[src/rtl/logic_unit_seq.sv]
`default_nettype none
// ============================================================================
// Module   : logic_unit_seq
// Brief    : Slice-serial bitwise logic unit (AND/OR/XOR/NAND) with
//            valid/ready handshakes; SLICE bits of the result per clock.
//            Optional zero/negative flags when LOGIC_UNIT_FLAGS_EN is defined.
// Revision : 1.0 - initial release
// ============================================================================
module logic_unit_seq #(
    parameter int WIDTH = 16,
    parameter int SLICE = 4
) (
    input  logic             clk,
    input  logic             rst_n,
    input  logic             in_valid,
    output logic             in_ready,
    input  logic [WIDTH-1:0] x,
    input  logic [WIDTH-1:0] y,
    input  logic [1:0]       op,
    output logic             out_valid,
    input  logic             out_ready,
    output logic [WIDTH-1:0] out
`ifdef LOGIC_UNIT_FLAGS_EN
    ,
    output logic             zr,
    output logic             ng
`endif
);

    localparam int NSLICE  = WIDTH / SLICE;
    localparam int c_cnt_w = (NSLICE > 1) ? $clog2(NSLICE) : 1;
    localparam logic [c_cnt_w-1:0] c_last = c_cnt_w'(NSLICE - 1);

    generate
        if (SLICE < 1 || (WIDTH % SLICE) != 0) begin : g_bad_slice
            $error("logic_unit_seq: SLICE must divide WIDTH");
        end
    endgenerate

    typedef enum logic [1:0] {
        S_IDLE = 2'd0,
        S_RUN  = 2'd1,
        S_DONE = 2'd2
    } state_t;

    state_t               r_state;
    state_t               w_next;
    logic                 r_armed;
    logic [WIDTH-1:0]     r_x;
    logic [WIDTH-1:0]     r_y;
    logic [1:0]           r_op;
    logic [c_cnt_w-1:0]   r_cnt;
    logic [WIDTH-1:0]     r_out;
    logic [SLICE-1:0]     w_xs;
    logic [SLICE-1:0]     w_ys;
    logic [SLICE-1:0]     w_slice;
    logic                 w_accept;
    logic                 w_last;

    // in_ready is held low for the first edge after reset release
    assign in_ready  = (r_state == S_IDLE) && r_armed;
    assign out_valid = (r_state == S_DONE);
    assign out       = r_out;
    assign w_accept  = in_valid && in_ready;
    assign w_last    = (r_state == S_RUN) && (r_cnt == c_last);

    always_ff @(posedge clk or negedge rst_n) begin
        if (!rst_n) begin
            r_state <= S_IDLE;
        end else begin
            r_state <= w_next;
        end
    end

    always_comb begin
        w_next = r_state;
        case (r_state)
            S_IDLE:  if (w_accept)  w_next = S_RUN;
            S_RUN:   if (w_last)    w_next = S_DONE;
            S_DONE:  if (out_ready) w_next = S_IDLE;
            default:                w_next = S_IDLE;
        endcase
    end

    // Narrow gate array: select the active operand slice, then apply op
    always_comb begin
        w_xs = '0;
        w_ys = '0;
        for (int i = 0; i < NSLICE; i++) begin
            if (r_cnt == c_cnt_w'(i)) begin
                w_xs = r_x[i*SLICE +: SLICE];
                w_ys = r_y[i*SLICE +: SLICE];
            end
        end
    end

    always_comb begin
        w_slice = '0;
        case (r_op)
            2'b00:   w_slice = w_xs & w_ys;
            2'b01:   w_slice = w_xs | w_ys;
            2'b10:   w_slice = w_xs ^ w_ys;
            default: w_slice = ~(w_xs & w_ys);
        endcase
    end

    always_ff @(posedge clk or negedge rst_n) begin
        if (!rst_n) begin
            r_armed <= 1'b0;
            r_x     <= '0;
            r_y     <= '0;
            r_op    <= 2'b00;
            r_cnt   <= '0;
            r_out   <= '0;
        end else begin
            r_armed <= 1'b1;
            if (w_accept) begin
                r_x   <= x;
                r_y   <= y;
                r_op  <= op;
                r_cnt <= '0;
            end else if (r_state == S_RUN) begin
                for (int i = 0; i < NSLICE; i++) begin
                    if (r_cnt == c_cnt_w'(i)) begin
                        r_out[i*SLICE +: SLICE] <= w_slice;
                    end
                end
                r_cnt <= w_last ? '0 : r_cnt + 1'b1;
            end
        end
    end

`ifdef LOGIC_UNIT_FLAGS_EN
    logic [WIDTH-1:0] w_full;
    logic             r_zr;
    logic             r_ng;

    // Full result as it will look after the final slice is written
    always_comb begin
        w_full = r_out;
        w_full[(NSLICE-1)*SLICE +: SLICE] = w_slice;
    end

    always_ff @(posedge clk or negedge rst_n) begin
        if (!rst_n) begin
            r_zr <= 1'b0;
            r_ng <= 1'b0;
        end else if (w_last) begin
            r_zr <= (w_full == '0);
            r_ng <= w_full[WIDTH-1];
        end
    end

    assign zr = r_zr;
    assign ng = r_ng;
`endif

endmodule
`default_nettype wire
[config.mk]
export PLATFORM = sky130hd
export DESIGN_NAME = logic_unit_seq
export DESIGN_NICKNAME = d
export VERILOG_FILES = /design/src/rtl/logic_unit_seq.sv
export SDC_FILE = /design/constraint.sdc
export NUM_CORES = 1
export LEC_CHECK = 0
export CORE_MARGIN = 4
export CORE_UTILIZATION = 55
export CTS_CLUSTER_DIAMETER = 60
export CTS_CLUSTER_SIZE = 20
export DETAILED_ROUTE_END_ITERATION = 6
export PLACE_DENSITY = 0.85
export SYNTH_ARGS = -nofsm -noshare
export SYNTH_HDL_FRONTEND = slang
export SYNTH_SLANG_ARGS = --single-unit
[constraint.sdc]
create_clock -name clk -period 3.83 [get_ports clk]
set_input_delay 0.383 -clock clk [delete_from_list [all_inputs] [get_ports clk]]
set_output_delay 0.383 -clock clk [all_outputs]
set_load 0.005 [all_outputs]
==> results.json <==
{
  "status": "finished clean",
  "wl_per_cell_microns": 15.5,
  "avgSynthCellArea_sq_um": 11.2,
  "rows": 25,
  "arrival_ns": 3.07,
  "crit_top_cell": "ha_1",
  "start_util": 0.574,
  "finalNetCount": 344,
  "timing.final.max_slew_violations": 0,
  "syn-cell-area_sq_um": 2750,
  "period_share": 0.752,
  "cpMaxStageDelayCell": "dfrtp_1",
  "synth_warnings": 0,
  "overflow": 0,
  "cts_tree": "done",
  "grt_pass1_vias": 1956,
  "r2r_end": "out[8]$_DFFE_PN0P_",
  "clock-sinks": 55,
  "netlist_instances": 245,
  "cp_slowest_stage_delay_ns": 0.42,
  "critPathKind": "flip-flop to flip-flop",
  "total_power_uw": 2810,
  "setup-tns-final_ns": 0,
  "diodes": 0,
  "cp-start-kind": "flip-flop",
  "clock_skew_ns": 0.00936,
  "crit_fanout": 11,
  "syn_nets": 295,
  "fin_crit_ns": 2.88,
  "timing.max_slew.rel_slack": 0.432,
  "hp-class": "primary input to async pin",
  "clock_path_buffers": 2,
  "drive_gt1_frac": 0.0678,
  "maxCapViolations": 0,
  "antenna_found_initial": 0,
  "grt_pass1_wl_mm": 9.29,
  "area_growth_pct": 23.5,
  "cts_buffers": 5,
  "yosysSeqAreaShare": 0.501,
  "p_leak_uw": 0.00149,
  "ant_nets": 0,
  "ir_drop_uv": 353,
  "placedInstanceArea_sq_um": 3290,
  "num_vias": 2030,
  "fin_ws_ns": 0.951,
  "grt_max_degree": 56,
  "final_cell_mix": "55 x dfrtp_1, 54 x clkdlybuf4s50_1, 25 x nand2_1, 21 x mux2_1, 15 x inv_1",
  "track_usage": 0.191,
  "setup_viol_count_final": 0,
  "path_cells": "inv_1 -> ha_1 -> nor2b_1 -> a221o_1 -> a22o_1 -> ha_1 -> or2_2 -> a21boi_0 -> o31ai_1",
  "vias_per_cell": 5.61,
  "port_buffers": 55,
  "cts_resized": 0,
  "place_congestion": 0.851,
  "clk_pin_slew_ns": 0.09,
  "wl_mm": 5.61,
  "cts_setup_buffers": 0,
  "rsz0062_at_grt": "no",
  "holdWs_ns": 0.181,
  "layout_commonest_cell": "dfrtp_1",
  "worst_r2r_path_depth": 9,
  "pin_count": 56,
  "dp.final_hpwl_mm": 4.25,
  "firstDrtPassIters": 5,
  "hold_viol": 0,
  "dieWidth_microns": 78.7,
  "post-place-ws_ns": 0.996,
  "required_ns": 4.02,
  "worst_pin_slew_ns": 0.851,
  "cp-end-kind": "flip-flop",
  "htreeDepth": 2,
  "ys_ff_latch": 55,
  "clock.fmax_mhz": 347,
  "post-route-cell-area_sq_um": 3390,
  "ys_types": 31,
  "worst-r2r-setup-slack_ns": 0.95,
  "drtIter0Drc": 127,
  "die-area_sq_um": 6190,
  "cts_root_buffer": "clkbuf_8",
  "post-route-drc-count": 0,
  "die_h_microns": 78.7,
  "core_sq_um": 4790,
  "clock_latency_ns": 0.31,
  "timing.rr.start": "r_cnt[1]$_DFFE_PN0P_",
  "hold_buffers": 0,
  "power.density_nw_per_um2": 830
}
[sequential cells by signal (all words and copies together) (netlist names)]
signal and flops:
r_cnt 2, out 16, r_y 16, r_state 2, r_op 2, r_armed 1
r_x 16
[final cells by class]
| class | count | area (sq um) |
|---|---|---|
| inverter | 15 | 56.3 |
| timing repair buffer | 57 | 561 |
| clock inverter | 2 | 16.3 |
| sequential | 55 | 1380 |
| clock buffer | 6 | 82.6 |
| tap | 67 | 83.8 |
| multi-input combinational | 160 | 1220 |
| fill | 362 | 1390 |
[worst max-delay path, delay by kind of cell, from the launching register on]
family	cells	cell delay [ns]
buffers and inverters	1	0.10
DFF	1	0.42
AOI/OAI and AO/OA	4	1.10
and+or+nand+nor	2	0.48
adders and majority gates	2	0.66
[logic make-up (layout without fill, tap and decap cells)]
kind of cell             count (synthesis)  in the layout  synth area share
AO/OA/AOI/OAI                           69             69             0.176
adder cells (fa/ha/maj)                 12             12            0.0546
buffers and inverters                   30             80            0.0565
flip-flops                              55             55             0.501
multiplexers                            27             27             0.110
other                                    1              1           0.00136
AND/OR/NAND/NOR                         51             51             0.100
[worst max path at each step]
stage	from	to	slack (ns)
after floorplan	r_cnt[0]$_DFFE_PN0P_	out[0]$_DFFE_PN0P_	1.31
after global placement	r_cnt[1]$_DFFE_PN0P_	out[4]$_DFFE_PN0P_	1.16
after detailed placement	r_cnt[1]$_DFFE_PN0P_	out[8]$_DFFE_PN0P_	1.0
after CTS	r_cnt[1]$_DFFE_PN0P_	out[8]$_DFFE_PN0P_	0.97
after global routing	r_cnt[1]$_DFFE_PN0P_	out[12]$_DFFE_PN0P_	0.81
final	r_cnt[1]$_DFFE_PN0P_	out[8]$_DFFE_PN0P_	0.95
[metal layers]
layer	track usage	share of wire	vias up
met5	0	0	-
met3	0.0390	0.045	11
li1	-	-	979
met4	0.0734	0.022	0
met1	0.242	0.43	985
met2	0.323	0.50	55
[synth_stat cells]
cell type | n | area share
dfrtp_1 | 55 | 0.50
nand2_1 | 25 | 0.034
mux2_1 | 21 | 0.086
inv_1 | 15 | 0.020
o31ai_1 | 14 | 0.038
a21oi_1 | 12 | 0.022
ha_1 | 12 | 0.055
nor2b_1 | 11 | 0.025
o21ai_0 | 11 | 0.020
a22o_1 | 8 | 0.026
a22oi_1 | 8 | 0.022
a221o_1 | 7 | 0.026
clkbuf_1 | 6 | 0.0082
buf_6 | 5 | 0.020
mux2_2 | 5 | 0.020
a31oi_1 | 4 | 0.0091
buf_2 | 4 | 0.0073
nand3b_1 | 4 | 0.011
or2_2 | 3 | 0.0068
nand2b_1 | 2 | 0.0046
nor2_1 | 2 | 0.0027
o211ai_1 | 2 | 0.0055
a211o_1 | 1 | 0.0032
a21boi_0 | 1 | 0.0027
conb_1 | 1 | 0.0014
mux2i_1 | 1 | 0.0036
nor3_1 | 1 | 0.0018
nor3b_1 | 1 | 0.0027
nor4bb_4 | 1 | 0.0091
o21bai_1 | 1 | 0.0027
or3_1 | 1 | 0.0023
[power breakdown]
part / switching (uW) / leakage [uW] / internal [uW]
Clock: 188 / 0.0000474 / 148
Combinational: 692 / 0.000775 / 702
Sequential: 224 / 0.000665 / 861
Total: 1100 / 0.00149 / 1710
[per-stage QoR]
step                       util  instances
after floorplan               -        245
after detailed placement  0.688        354
after CTS                 0.709        362
final                     0.709        362
after global routing      0.709        362
after global placement    0.688        354
(Power assumes the default switching activity.)
